**src/rtl/eth_phy_10g_link_ctrl_if.sv**
```systemverilog
// XGMII receive-path bundle: decoded PCS data in, filtered MAC-side data out.
// The link controller is the slave; the PCS/MAC side (or a bench) is the master.
interface eth_phy_10g_link_ctrl_if #(
   parameter int unsigned DATA_WIDTH = 64,
   parameter int unsigned CTRL_WIDTH = DATA_WIDTH / 8
);
   logic [DATA_WIDTH-1:0] pcs_rxd;
   logic [CTRL_WIDTH-1:0] pcs_rxc;
   logic [DATA_WIDTH-1:0] xgmii_rxd;
   logic [CTRL_WIDTH-1:0] xgmii_rxc;

   modport master (
      output pcs_rxd,
      output pcs_rxc,
      input  xgmii_rxd,
      input  xgmii_rxc
   );

   modport slave (
      input  pcs_rxd,
      input  pcs_rxc,
      output xgmii_rxd,
      output xgmii_rxc
   );
endinterface

```
**src/rtl/eth_phy_10g_link_ctrl.sv**
```systemverilog
// 10G PHY receive link controller: waits for block lock, qualifies link stability,
// issues SERDES RX reset pulses on timeout/link loss, and gates XGMII data to the MAC.
module eth_phy_10g_link_ctrl #(
   parameter int unsigned DATA_WIDTH    = 64,
   parameter int unsigned CTRL_WIDTH    = DATA_WIDTH / 8,
   parameter int unsigned LOCK_TIMEOUT  = 1024,
   parameter int unsigned STABLE_CYCLES = 16,
   parameter int unsigned RST_PULSE_LEN = 4
) (
   input  logic                   rx_clk,
   input  logic                   rx_rst,
   input  logic                   cfg_enable,
   input  logic                   rx_block_lock,
   input  logic                   rx_high_ber,
   eth_phy_10g_link_ctrl_if.slave xgmii,
   output logic                   serdes_rx_reset_req,
   output logic                   link_up,
   output logic [7:0]             retrain_count,
   output logic [2:0]             state
);

   localparam int unsigned MaxAB  = (LOCK_TIMEOUT > STABLE_CYCLES) ? LOCK_TIMEOUT : STABLE_CYCLES;
   localparam int unsigned MaxCnt = (MaxAB > RST_PULSE_LEN) ? MaxAB : RST_PULSE_LEN;
   localparam int unsigned TimerW = $clog2(MaxCnt + 1);

   // Local fault ordered set on both lanes.
   localparam logic [DATA_WIDTH-1:0] LfData = 64'h0100009C0100009C;
   localparam logic [CTRL_WIDTH-1:0] LfCtrl = 8'h11;

   typedef enum logic [2:0] {
      StIdle     = 3'd0,
      StWaitLock = 3'd1,
      StStable   = 3'd2,
      StUp       = 3'd3,
      StRxReset  = 3'd4
   } state_e;

   state_e                state_q, state_d;
   logic [TimerW-1:0]     timer_q, timer_d;
   logic [7:0]            retrain_q, retrain_d;
   logic                  link_up_q;
   logic                  rst_req_q;
   logic [DATA_WIDTH-1:0] rxd_q;
   logic [CTRL_WIDTH-1:0] rxc_q;
   logic                  good;

   assign good = rx_block_lock & ~rx_high_ber;

   always_comb begin
      state_d   = state_q;
      timer_d   = timer_q;
      retrain_d = retrain_q;
      if (!cfg_enable) begin
         state_d = StIdle;
         timer_d = '0;
      end else begin
         unique case (state_q)
            StIdle: begin
               state_d = StWaitLock;
               timer_d = '0;
            end
            StWaitLock: begin
               if (good) begin
                  state_d = StStable;
                  timer_d = '0;
               end else if (timer_q == TimerW'(LOCK_TIMEOUT - 1)) begin
                  state_d = StRxReset;
                  timer_d = '0;
               end else begin
                  timer_d = timer_q + TimerW'(1);
               end
            end
            StStable: begin
               if (!good) begin
                  state_d = StWaitLock;
                  timer_d = '0;
               end else if (timer_q == TimerW'(STABLE_CYCLES - 1)) begin
                  state_d = StUp;
                  timer_d = '0;
               end else begin
                  timer_d = timer_q + TimerW'(1);
               end
            end
            StUp: begin
               if (!good) begin
                  state_d = StRxReset;
                  timer_d = '0;
                  if (retrain_q != 8'hFF) begin
                     retrain_d = retrain_q + 8'd1;
                  end
               end
            end
            StRxReset: begin
               // Line inputs are ignored for the full pulse width.
               if (timer_q == TimerW'(RST_PULSE_LEN - 1)) begin
                  state_d = StWaitLock;
                  timer_d = '0;
               end else begin
                  timer_d = timer_q + TimerW'(1);
               end
            end
            default: begin
               state_d = StIdle;
               timer_d = '0;
            end
         endcase
      end
   end

   always_ff @(posedge rx_clk) begin
      if (rx_rst) begin
         state_q   <= StIdle;
         timer_q   <= '0;
         retrain_q <= '0;
         link_up_q <= 1'b0;
         rst_req_q <= 1'b0;
         rxd_q     <= LfData;
         rxc_q     <= LfCtrl;
      end else begin
         state_q   <= state_d;
         timer_q   <= timer_d;
         retrain_q <= retrain_d;
         link_up_q <= (state_d == StUp);
         rst_req_q <= (state_d == StRxReset);
         // Gated by the registered link status, so the first UP cycle still emits fault.
         if (link_up_q) begin
            rxd_q <= xgmii.pcs_rxd;
            rxc_q <= xgmii.pcs_rxc;
         end else begin
            rxd_q <= LfData;
            rxc_q <= LfCtrl;
         end
      end
   end

   assign xgmii.xgmii_rxd     = rxd_q;
   assign xgmii.xgmii_rxc     = rxc_q;
   assign serdes_rx_reset_req = rst_req_q;
   assign link_up             = link_up_q;
   assign retrain_count       = retrain_q;
   assign state               = state_q;

endmodule

```
**src/flat_wrapper.sv**
```systemverilog
// flat-port wrapper written by rule: the top's interface ports become plain ports
module eth_phy_10g_link_ctrl_flat 
#(
   parameter int unsigned DATA_WIDTH    = 64,
   parameter int unsigned CTRL_WIDTH    = DATA_WIDTH / 8,
   parameter int unsigned LOCK_TIMEOUT  = 1024,
   parameter int unsigned STABLE_CYCLES = 16,
   parameter int unsigned RST_PULSE_LEN = 4
)
  (rx_clk, rx_rst, cfg_enable, rx_block_lock, rx_high_ber, serdes_rx_reset_req, link_up, retrain_count, state, xgmii_pcs_rxd, xgmii_pcs_rxc, xgmii_xgmii_rxd, xgmii_xgmii_rxc);
  eth_phy_10g_link_ctrl_if #(.DATA_WIDTH(DATA_WIDTH), .CTRL_WIDTH(CTRL_WIDTH)) xgmii_i ();
  input  logic rx_clk;
  input  logic rx_rst;
  input  logic cfg_enable;
  input  logic rx_block_lock;
  input  logic rx_high_ber;
  output logic serdes_rx_reset_req;
  output logic link_up;
  output logic [7:0] retrain_count;
  output logic [2:0] state;
  input wire logic [$bits(xgmii_i.pcs_rxd)-1:0] xgmii_pcs_rxd;
  input wire logic [$bits(xgmii_i.pcs_rxc)-1:0] xgmii_pcs_rxc;
  output wire logic [$bits(xgmii_i.xgmii_rxd)-1:0] xgmii_xgmii_rxd;
  output wire logic [$bits(xgmii_i.xgmii_rxc)-1:0] xgmii_xgmii_rxc;
  assign xgmii_i.pcs_rxd = xgmii_pcs_rxd;
  assign xgmii_i.pcs_rxc = xgmii_pcs_rxc;
  assign xgmii_xgmii_rxd = xgmii_i.xgmii_rxd;
  assign xgmii_xgmii_rxc = xgmii_i.xgmii_rxc;
  eth_phy_10g_link_ctrl #(.DATA_WIDTH(DATA_WIDTH), .CTRL_WIDTH(CTRL_WIDTH), .LOCK_TIMEOUT(LOCK_TIMEOUT), .STABLE_CYCLES(STABLE_CYCLES), .RST_PULSE_LEN(RST_PULSE_LEN)) u_core (.rx_clk(rx_clk), .rx_rst(rx_rst), .cfg_enable(cfg_enable), .rx_block_lock(rx_block_lock), .rx_high_ber(rx_high_ber), .xgmii(xgmii_i), .serdes_rx_reset_req(serdes_rx_reset_req), .link_up(link_up), .retrain_count(retrain_count), .state(state));
endmodule
```
**config.mk**
```make
export PLATFORM = sky130hd
export DESIGN_NAME = eth_phy_10g_link_ctrl_flat
export DESIGN_NICKNAME = d
export VERILOG_FILES = /design/src/rtl/eth_phy_10g_link_ctrl_if.sv /design/src/rtl/eth_phy_10g_link_ctrl.sv /design/src/flat_wrapper.sv
export SDC_FILE = /design/constraint.sdc
export NUM_CORES = 1
export LEC_CHECK = 0
export ABC_AREA = 1
export CAP_MARGIN = 20
export CELL_PAD_IN_SITES_DETAIL_PLACEMENT = 1
export CELL_PAD_IN_SITES_GLOBAL_PLACEMENT = 1
export CORE_ASPECT_RATIO = 1.5
export CORE_MARGIN = 1
export CORE_UTILIZATION = 25
export CTS_CLUSTER_DIAMETER = 200
export DETAILED_ROUTE_END_ITERATION = 10
export PLACE_DENSITY = 0.8
export SYNTH_ARGS = -nofsm -noshare
export SYNTH_HDL_FRONTEND = slang
export SYNTH_SLANG_ARGS = --single-unit
```
**constraint.sdc**
```tcl
create_clock -name rx_clk -period 1.5 [get_ports rx_clk]
set_input_delay 0.15 -clock rx_clk [delete_from_list [all_inputs] [get_ports rx_clk]]
set_output_delay 0.15 -clock rx_clk [all_outputs]
set_load 0.05 [all_outputs]
```
### Word-level counts from Yosys, hierarchy flattened

Cells that the tools add are included.
Widths: inputs -> output; s select.

* register bits after elaboration: 96
* word-level logic and storage cells: 44

* equal/unequal tests: 11
* bitwise operators: 5
* muxes and demuxes: 15
* reductions and logical operators: 4
* add/sub/neg operators: 2

Operators by type and width (number)
* $mux 11: 6
* $pmux 11 s4: 1
* $mux 3: 7
* $pmux 3 s5: 1
* $add 11x1->11 const B: 1
* $eq 11x10->1 const B: 1
* $eq 11x2->1 const B: 1
* $eq 11x4->1 const B: 1
* $eq 3x2->1 const B: 3
* $add 8x1->8 const B: 1
* $ne 8x8->1 const B: 1
* $eq 3x3->1 const B: 2
* $not 1->1: 4
* $reduce_and 4->1: 1
* $reduce_or 2->1: 2
* $eq 3x1->1 const B: 1
* $logic_not 3->1: 1
* $ne 2x2->1 const B: 1
* $and 1x1->1: 1

### Depth between registers and ports, before layout

Gate-level depths: netlist (run 1).

* depth in word-level cells: 6
* mapped depth: 10
* depth with buffers taken out: 9

### Least setup slack after synthesis (run 1)

No wires, ideal clock.

* path kind: register to register
* from: register u_core.retrain_q[1] (netlist: u_core.retrain_count[1])
* to: register u_core.retrain_q[6] (netlist: u_core.retrain_count[6])
* path buffers: 1
* data arrival time: 1.560 ns
* cell stages (with the launch flop): 8
* path slack: -0.178 ns
* library setup time: 0.118 ns
* path through: dfxtp_1 -> ha_1 -> nand4_1 -> o21ai_2 -> buf_6 -> o21ai_1 -> nand2_1 -> nor2_1

* cells in the longest elaborated chain, start to end: 2
* elaborated cells on any way between the ends: 3
* those cells by class: add/sub (1); eq/ne (1); reduce/logical (1)

RTL lines
* start, declared: RTL line eth_phy_10g_link_ctrl.sv:40 `logic [7:0] retrain_q, retrain_d;`
* start signal, assigned: RTL line eth_phy_10g_link_ctrl.sv:122 `retrain_q <= retrain_d;`
* parallel branches: the longest is 2 deep, another holds $add 8x1->8

Parallel ways; which one is timed is not known.
A chain may end at the register's enable or synchronous reset.

### Worst setup path after layout (run 1)

* from: register u_core.timer_q[0]
* to: register u_core.timer_q[10]

* cells in the longest elaborated chain, start to end: 4
* elaborated cells on any way between the ends: 10
* those cells by class: add/sub (1); eq/ne (3); mux (6)

RTL lines
* start, declared: RTL line eth_phy_10g_link_ctrl.sv:39 `logic [TimerW-1:0] timer_q, timer_d;`
* start signal, assigned: RTL line eth_phy_10g_link_ctrl.sv:121 `timer_q <= timer_d;`
* $add 11x1->11, or another cell as far along: RTL line eth_phy_10g_link_ctrl.sv:70, eth_phy_10g_link_ctrl.sv:81, eth_phy_10g_link_ctrl.sv:99
* $mux 11 (on tied branches): RTL line eth_phy_10g_link_ctrl.sv:77, eth_phy_10g_link_ctrl.sv:66
* $mux 11 (on tied branches): RTL line eth_phy_10g_link_ctrl.sv:74, eth_phy_10g_link_ctrl.sv:63
* $pmux 11 s4 *: RTL line eth_phy_10g_link_ctrl.sv:57 `unique case (state_q)`

Mark *: on every way between the ends. The rest lies on a longest branch, timed or not.

==> impl_metrics.yaml, run 1 <==
status:
  outcome: "finished, final reports clean"
worst_setup_path:
  rr_worst_depth: 7
  crit_fanout: 4
  r2r_start: "u_core.timer_q[0]"
  reg2reg_to: "u_core.timer_q[10]"
  crit_required_ps: 1740
  critPathLaunchType: "flop"
  critPathKind: "flop to flop"
  rrSetupSlack_ps: 20
  arrival_ps: 1710
  end_kind: "flop"
synth:
  synthSimpleGateAreaFrac_pct: 22.8
  synth_top_family_by_area: "simple AND/OR/NAND/NOR gates"
  synth_compound_area_share_pct: 3.56
  synth_edf_count: 0
  synth_top_area_share_pct: 58.2
  synthXorXnorAreaFrac_pct: 2.92
  synthAdderAreaFrac_pct: 1.14
  synth-seq-cells: 96
  yosys-top-cells-area: "dfxtp_1 (58%), inv_1 (9.8%), nor2_1 (9.4%), nand2_1 (4.7%), or2_2 (2.3%)"
  synth_warnings: 0
  syn_nets: 477
  ys_seq_area_share_pct: 58.2
  syn_avg_cell_area_sq_um: 8.31
  netlist_area_sq_um: 3300
  synthArstFlopShare_pct: 0
  yosysTopAreaCell: "dfxtp_1"
  synth_cells: 397
  synth_mux_area_share_pct: 0
  synthFlopType: "dfxtp_1"
  ys_types: 28
sta:
  worst_slack_ps: 23.1
  holdWs_ps: 320
  setup_viol: 0
  tightest_slew_ps: 431
  max_freq_mhz: 677
  clock_skew_ps: 5.66
  finalMaxSlewViolations: 0
  relSlewSlack_pct: 71.2
  min_period_ps: 1480
  rsz0062_at_grt: "true"
  finalHoldViolations: 0
  period_share_pct: 98.5
finish:
  areaGrowthSynthToFinish_pct: 67.4
  stdcell_area_sq_um: 5520
  fill_cells: 1547
  antenna_cells: 0
  fin_nets: 662
  drive_gt1_share_pct: 30.5
detailed_routing:
  drcViolationCount: 0
  drt_first_pass_iters: 4
  avgRoutedWirePerCell_microns: 13.7
  viasPerCell: 4.22
  drt.antenna.violating_nets: 0
  routed_wl_mm: 10.2
  dr.first_iter.drc_count: 73
  via_count: 3145
floorplan:
  die-height_microns: 143
  core_area_sq_um: 13000
  fp-row-count: 51
  start_util_pct: 25.5
  die_w_microns: 95.8
  dieArea_sq_um: 13700
  io_pins: 162
power:
  ir_worst_vdd_v: 0.000511
  p_leak_uw: 0.00264
  p_per_area_nw_per_um2: 939
flow_run:
  cap_viol_max_count: 0
global_routing:
  antenna_found_initial: 0
  grt_usage_pct: 15.0
  grt_max_degree: 36
  grt_pass1_vias: 3473
  grt_pass1_wl_mm: 15.5
  overflow: 0
placed_design:
  port_buffers: 161
  place_congestion: 0.795
  dp_hpwl_mm: 7.88
  pre_cts_slack_ps: -191
  placed_area_sq_um: 5010
min_path:
  hold_path_class: "input port to flop"
  whs_path_depth: 3
  worstHoldStart: "xgmii_pcs_rxd[11]"
  min_to: "u_core.xgmii.xgmii_rxd[11]"
clocking:
  cts_tree: "built"
  clock_latency_ps: 350
  clk_pin_slew_ps: 80
  cts_hold_buf: 0
  cts.sinks: 96
  cts_root_buf: "clkbuf_16"
  htreeDepth: 3
  cts_buffer_depth: 2
  numCtsBuffers: 9
[kinds of logic (layout without fill, tap and decap cells)]
family                   count (synthesis)  after routing
adder cells (fa/ha/maj)                  3              3
buffers and inverters                   96            286
XOR/XNOR                                11             11
flip-flops                              96             96
AO/OA/AOI/OAI                           22             22
AND/OR/NAND/NOR                        169            169
[state kept, by name, summed over array words and instances, names as in the netlist]
register / count
u_core.xgmii.xgmii_rxc: 8
u_core.serdes_rx_reset_req: 1
u_core.xgmii.xgmii_rxd: 64
u_core.timer_q: 11
u_core.retrain_count: 8
u_core.link_up: 1
u_core.state: 3
[what timing repair did]
action / in CTS / in global routing
cloned: 0 / 1
buffers inserted: 0 / 6
pin swaps: 1 / 10
gates resized for setup: 7 / 29
endpoints found under the setup margin: 15 / 22
[worst max path at each step]
stage                                    to                    start  slack (ps)
floorplan           u_core.retrain_count[6]  u_core.retrain_count[5]          20
global placement          u_core.timer_q[7]              rx_high_ber        -100
detailed placement        u_core.timer_q[7]              rx_high_ber        -190
CTS                      u_core.timer_q[10]        u_core.timer_q[5]           2
global route             u_core.timer_q[10]        u_core.timer_q[0]         -60
finish                   u_core.timer_q[10]        u_core.timer_q[0]          20
[layer usage]
| layer | GRT usage [%] | part of all wire, % | routed length, microns |
|---|---|---|---|
| met3 | 4.85 | 7.2 | 732 |
| met1 | 12.6 | 33 | 3380 |
| met4 | 10.8 | 5.3 | 541 |
| met2 | 28.4 | 54 | 5560 |
| met5 | 0 | 0 | 0 |
[synth_stat cells (4+ instances only)]
library cell	number
a21oi_1	10
buf_2	4
clkbuf_1	4
dfxtp_1	96
inv_1	86
nand2_1	41
nand3_1	13
nor2_1	83
nor3_1	5
o21ai_0	7
or2_2	12
xor2_1	8
[area by class of cell]
type	count	area, sq um	area share (%)
sequential	96	1950	35.2
inverter	87	327	5.91
multi-input combinational	205	1140	20.6
tap	159	199	3.60
clock buffer	9	225	4.08
clock inverter	7	67.6	1.22
timing repair buffer	183	1620	29.3
[stage by stage]
stage                     cells  setup TNS [ps]  util [%]  total power (uW)
after floorplan             397               0         -              2700
after global placement      723            -474      38.7              2930
after detailed placement    723           -1780      38.7              2940
after CTS                   739               0      41.2              5280
after global routing        746            -471      42.6              5380
final                       746               0      42.6              5190
[critical path, cell delays in order (launching register included)]
cell and delay, ps:
dfxtp_4 390, ha_4 130, nand2_2 60, nor2_4 180, nand2_1 130, nor3_2 210, xor2_1 190, nor2_1 80
[layout by cell type, fill, tap and decap left out, types with 9 or more instances in the layout]
cell type and count:
dfxtp_1 85, nor2_1 80, clkbuf_16 10, buf_4 103
nand2_1 36, or2_2 12, nand3_1 9, inv_1 84
clkdlybuf4s50_1 76
[power by group]
part | internal, uW | total [uW] | leakage (uW) | switching (uW)
sequential | 2540 | 2550 | 0.000780 | 5.67
clock | 1180 | 2310 | 0.000143 | 1130
combinational | 213 | 328 | 0.00172 | 115
Power figures use the tool's default switching activity.
==> run 2, diff against run 1 <==
--- a/config.mk
+++ b/config.mk
@@ -10,11 +10,11 @@
 export CELL_PAD_IN_SITES_DETAIL_PLACEMENT = 1
 export CELL_PAD_IN_SITES_GLOBAL_PLACEMENT = 1
 export CORE_ASPECT_RATIO = 1.5
-export CORE_MARGIN = 1
 export CORE_UTILIZATION = 25
 export CTS_CLUSTER_DIAMETER = 200
 export DETAILED_ROUTE_END_ITERATION = 10
 export PLACE_DENSITY = 0.8
+export REMOVE_ABC_BUFFERS = 1
 export SYNTH_ARGS = -nofsm -noshare
 export SYNTH_HDL_FRONTEND = slang
 export SYNTH_SLANG_ARGS = --single-unit
==> run 2 against run 1 <==
  * Final cell count rose by 0.80%
  * First-iteration DRC count fell by 11%
  * Via count fell by 1.9%
  * Sequential power barely moved
  * Register-to-register slack barely moved
  * Largest power group unchanged
  * Largest cell class unchanged
  * Design area rose by 1.3%
==> impl_metrics.yaml, run 2 (same netlist as run 1, synthesis figures left out) <==
finish:
  largest_register_ffs: 64
  layout_common_cells: "buf_4 (103), dfxtp_1 (91), inv_1 (86)"
  drive_gt1_share_pct: 29.0
  antenna_cells: 0
  layout_commonest_cell: "buf_4"
  fin_nets: 668
  fill_cells: 1521
  fin_cells: 752
  areaGrowthSynthToFinish_pct: 69.6
detailed_routing:
  drcViolationCount: 0
  routed_wl_mm: 9.66
  viasPerCell: 4.10
  drt.antenna.violating_nets: 0
  dr.first_iter.drc_count: 65
  avgRoutedWirePerCell_microns: 12.8
  via_count: 3086
  drt_first_pass_iters: 4
clocking:
  numCtsBuffers: 9
  cts_buffer_depth: 2
  cts_tree: "built"
  cts.sinks: 96
  clk_pin_slew_ps: 70
  clock_latency_ps: 330
  cts_root_buf: "clkbuf_16"
  htreeDepth: 3
  cts_hold_buf: 0
flow_run:
  cap_viol_max_count: 0
worst_setup_path:
  arrival_ps: 1700
  r2r_start: "u_core.timer_q[0]"
  critPathKind: "flop to flop"
  cp_slowest_cell: "dfxtp_4"
  path_buf_inv: 0
  reg2reg_to: "u_core.timer_q[9]"
  cpMostUsedCell: "nand2_2"
  critPathLaunchType: "flop"
  path_cells: "ha_2, nand2_2, nor2_4, nand3_2, nand2_2, nand4_4, nand2_4, nor2_1"
  rrSetupSlack_ps: 20
  slowest_delay_ps: 360
  critPathLaunch: "u_core.timer_q[0]"
  crit_required_ps: 1720
  crit_family: "simple AND/OR/NAND/NOR gates"
  end_kind: "flop"
  rr_worst_depth: 8
  crit_fanout: 8
floorplan:
  io_pins: 162
  start_util_pct: 25.5
  die_w_microns: 95.8
  die-height_microns: 143
  fp-row-count: 51
  core_area_sq_um: 13000
  dieArea_sq_um: 13700
sta:
  finalSetupTns_ps: 0
  period_share_pct: 98.8
  finalMaxSlewViolations: 0
  max_freq_mhz: 674
  rsz0062_at_grt: "true"
  worst_slack_ps: 17.3
  finalHoldViolations: 0
  setup_viol: 0
  clock_skew_ps: 6.44
  relSlewSlack_pct: 84.4
  tightest_slew_ps: 231
  min_period_ps: 1480
min_path:
  whs_path_depth: 3
  worstHoldStart: "xgmii_pcs_rxc[7]"
  hold_path_class: "input port to flop"
  min_to: "u_core.xgmii.xgmii_rxc[7]"
placed_design:
  place_congestion: 0.768
  pre_cts_slack_ps: -84.0
  dp_hpwl_mm: 7.76
  port_buffers: 161
  placed_cells: 735
global_routing:
  overflow: 0
  grt_max_degree: 26
  antenna_found_initial: 0
  grt_usage_pct: 14.7
  grt_pass1_wl_mm: 15.3
  grt_pass1_vias: 3358
power:
  p_leak_uw: 0.00270
  p_per_area_nw_per_um2: 970
  ir_worst_vdd_v: 0.000615
status:
  outcome: "finished, final reports clean"
## run 2: repair_timing
action	4_1_cts	5_1_grt
setup endpoints to repair	8	20
resized for setup	5	20
cloned	0	0
endpoints found under the hold margin	0	0
pin swaps	0	6
setup buffers	0	1
## run 2: worst max-delay path by stage
| stage | cells after the start | end | slack [ps] |
|---|---|---|---|
| 6_report | 8 | u_core.timer_q[9] | 20 |
| 3_3_place_gp | 10 | u_core.retrain_count[7] | -20 |
| 3_5_place_dp | 8 | u_core.timer_q[7] | -80 |
| 5_1_grt | 8 | u_core.timer_q[10] | -60 |
| 4_1_cts | 8 | u_core.timer_q[5] | 20 |
| 2_1_floorplan | 2 | u_core.xgmii.xgmii_rxc[0] | -780 |
## run 2: area by class of cell
type / count / area (sq um) / share of cell area, %
sequential: 96 / 1930 / 34.5
inverter: 87 / 327 / 5.84
timing repair buffer: 189 / 1730 / 30.8
clock buffer: 10 / 239 / 4.27
tap: 159 / 199 / 3.55
clock inverter: 6 / 95.1 / 1.70
multi-input combinational: 205 / 1080 / 19.3
## run 2: metal layers
layer	vias to the layer above	global-route usage, %	part of all wire, %
met3	12	4.74	6.5
li1	1541	-	-
met2	98	28.0	56
met1	1435	14.3	35
met5	-	0	0
met4	0	5.58	1.9
## run 2: tightest hold or removal path, delay by kind of cell
family	cells	cell delay [ps]
and+or+nand+nor	1	30
buffers and inverters	2	440
## run 2: power by group
part	total [uW]	switching, uW	internal [uW]
registers	2560	5.16	2550
logic	326	111	215
clock network	2550	1010	1530
## run 2: stage by stage
stage	area, sq um	hold WS [ps]	total power, uW	util (%)
after global routing	5600	331	5630	43.2
after detailed placement	5170	547	2940	39.9
final	5600	331	5430	43.2
after global placement	5170	539	2930	39.9
after CTS	5520	314	5520	42.6
after floorplan	3250	219	2700	-
==> run 3, diff against run 2 <==
--- a/config.mk
+++ b/config.mk
@@ -6,15 +6,14 @@
 export NUM_CORES = 1
 export LEC_CHECK = 0
 export ABC_AREA = 1
-export CAP_MARGIN = 20
+export CAP_MARGIN = 10
 export CELL_PAD_IN_SITES_DETAIL_PLACEMENT = 1
 export CELL_PAD_IN_SITES_GLOBAL_PLACEMENT = 1
 export CORE_ASPECT_RATIO = 1.5
-export CORE_UTILIZATION = 25
+export CORE_UTILIZATION = 28
 export CTS_CLUSTER_DIAMETER = 200
 export DETAILED_ROUTE_END_ITERATION = 10
-export PLACE_DENSITY = 0.8
-export REMOVE_ABC_BUFFERS = 1
+export PLACE_DENSITY = 0.87
 export SYNTH_ARGS = -nofsm -noshare
 export SYNTH_HDL_FRONTEND = slang
 export SYNTH_SLANG_ARGS = --single-unit
==> run 3 against run 2 <==
  * The run now ends with negative setup slack left
  * Utilization up 5.1 points
  * Sequential cell count is the same
  * Sequential power is essentially flat
  * Clock skew is 0.94 ps lower
  * Highest routed layer unchanged
  * Fmax decreased by 2.6%
  * Worst hold slack lost 7.5 ps
  * Final cell count down 0.80%
  * Wire length rose by 6.2%
  * First-iteration DRC count shrank 34%
==> impl_metrics.yaml, run 3 (same netlist as run 1, synthesis figures left out) <==
detailed_routing:
  avgRoutedWirePerCell_microns: 13.8
  highest_layer: "met4"
  drcViolationCount: 0
  dr_wl_met2_mm: 5.87
  dr.first_iter.drc_count: 43
  viasPerCell: 4.18
  via_count: 3122
  wl_met1_mm: 3.45
  routed_wl_mm: 10.3
  drt.antenna.violating_nets: 0
  drt_first_pass_iters: 4
  wl_met3_microns: 538
finish:
  fin_nets: 671
  final_core_util_pct: 48.3
  largest_register_ffs: 64
  drive_gt1_share_pct: 31.9
  areaGrowthSynthToFinish_pct: 68.0
  layout_common_cells: "buf_4 (110), inv_1 (85), dfxtp_1 (84)"
  layout_commonest_cell: "buf_4"
  fill_cells: 1317
  antenna_cells: 0
  regArea_sq_um: 1940
  multi_input_area_sq_um: 1130
sta:
  finalMaxSlewViolations: 0
  setup_viol: 1
  max_freq_mhz: 657
  worst_slack_ps: -21.7
  rsz0062_at_grt: "true"
  relSlewSlack_pct: 73.6
  min_period_ps: 1520
  period_share_pct: 101
  clock_skew_ps: 5.50
  finalHoldViolations: 0
  tightest_slew_ps: 394
clocking:
  clock_latency_ps: 340
  cts_root_buf: "clkbuf_16"
  numCtsBuffers: 9
  clk_pin_slew_ps: 70
  cts.sinks: 96
  cts_buffer_depth: 2
  htreeDepth: 3
  cts_tree: "built"
global_routing:
  antenna_found_initial: 0
  grt_pass1_vias: 3407
  grt_usage_pct: 16.6
  grt_max_degree: 23
  overflow: 0
  grt_pass1_wl_mm: 15.7
status:
  violations: "negative setup slack"
  outcome: "complete, but fails checks"
floorplan:
  start_util_pct: 28.8
  fp-row-count: 48
  die_w_microns: 90.6
  die-height_microns: 135
  dieArea_sq_um: 12200
  core_area_sq_um: 11500
  io_pins: 162
power:
  p_clk_share_pct: 42.9
  p_per_area_nw_per_um2: 910
  p_int_uw: 3910
  ir_worst_vdd_v: 0.000544
  p_sw_uw: 1130
  swShare_pct: 22.5
  combPwrFrac_pct: 6.5
  seqPwrFrac_pct: 50.7
  p_leak_uw: 0.00267
worst_setup_path:
  rrSetupSlack_ps: -20
  critPathLaunchType: "flop"
  end_kind: "flop"
  path_cells: "ha_4, nand2_2, nor2_4, buf_4, nand2_1, nor3_2, xor2_1, nor2_1"
  critPathKind: "flop to flop"
  slowest_delay_ps: 380
  arrival_ps: 1750
  crit_fanout: 4
  cp_slowest_cell: "dfxtp_2"
  crit_required_ps: 1730
placed_design:
  dp_hpwl_mm: 7.88
  place_congestion: 0.817
  pre_cts_slack_ps: -150
  port_buffers: 161
min_path:
  hold_path_class: "input port to flop"
flow_run:
  cap_viol_max_count: 0
## run 3: cell count changes in the layout (fill, tap and decap cells not counted), sizes merged
| cell | change |
|---|---|
| inv | -2 |
| clkinvlp | +2 |
| buf | +3 |
| bufinv | -2 |
| clkinv | +2 |
## run 3: final timing paths
check	endpoint	startpoint	depth (start not counted)
hold / removal	u_core.xgmii.xgmii_rxd[5]	xgmii_pcs_rxd[5]	3
setup reg to reg	u_core.timer_q[10]	u_core.timer_q[0]	8
setup / recovery	u_core.timer_q[10]	u_core.timer_q[0]	8
hold reg to reg	u_core.retrain_count[4]	u_core.retrain_count[4]	2
## run 3: repair_timing
| item | in CTS | in global routing |
|---|---|---|
| gates resized for setup | 7 | 34 |
| hold buffers | 0 | 0 |
| cloned | 0 | 0 |
| endpoints found under the hold margin | 0 | 0 |
| setup endpoints to repair | 16 | 22 |
| pin swaps | 4 | 9 |
| setup buffers | 2 | 6 |
## run 3: final cells by class
type                       count  share of cell area (%)
clock buffer                  10                    4.13
clock inverter                 6                   0.948
inverter                      87                    5.89
multi-input combinational    205                    20.5
sequential                    96                    35.0
tap                          150                    3.39
timing repair buffer         192                    30.2
## run 3: power by group through the flow
stage	registers, uW	logic (uW)	clock network (uW)
2_1_floorplan	2640	68.0	0
3_3_place_gp	2620	306	0
3_5_place_dp	2620	318	0
4_1_cts	2560	324	2210
5_1_grt	2560	352	2340
6_report	2560	325	2160
## run 3: per-layer routing
layer / GRT usage, % / vias to the layer above
met5: 0 / -
met4: 9.86 / 0
met3: 4.17 / 25
met2: 32.3 / 101
met1: 15.2 / 1449
li1: - / 1547
## run 3: critical path, delay by kind of cell, from the launching register on
kind / cells / cell delay (ps)
adders and majority gates: 1 / 140
DFF: 1 / 380
buffers and inverters: 1 / 130
and+or+nand+nor: 5 / 540
xor gates and xnor gates: 1 / 220
## run 3: per-stage QoR
step | instances | instance area, sq um | hold WS [ps] | total power, uW | TNS (ps)
after floorplan | 397 | 3310 | 257 | 2700 | 0
after detailed placement | 722 | 5050 | 497 | 2940 | -1250
final | 746 | 5540 | 323 | 5040 | -21.7
after global placement | 722 | 5050 | 484 | 2920 | -444
after CTS | 740 | 5380 | 315 | 5100 | 0
after global routing | 746 | 5540 | 317 | 5250 | -294
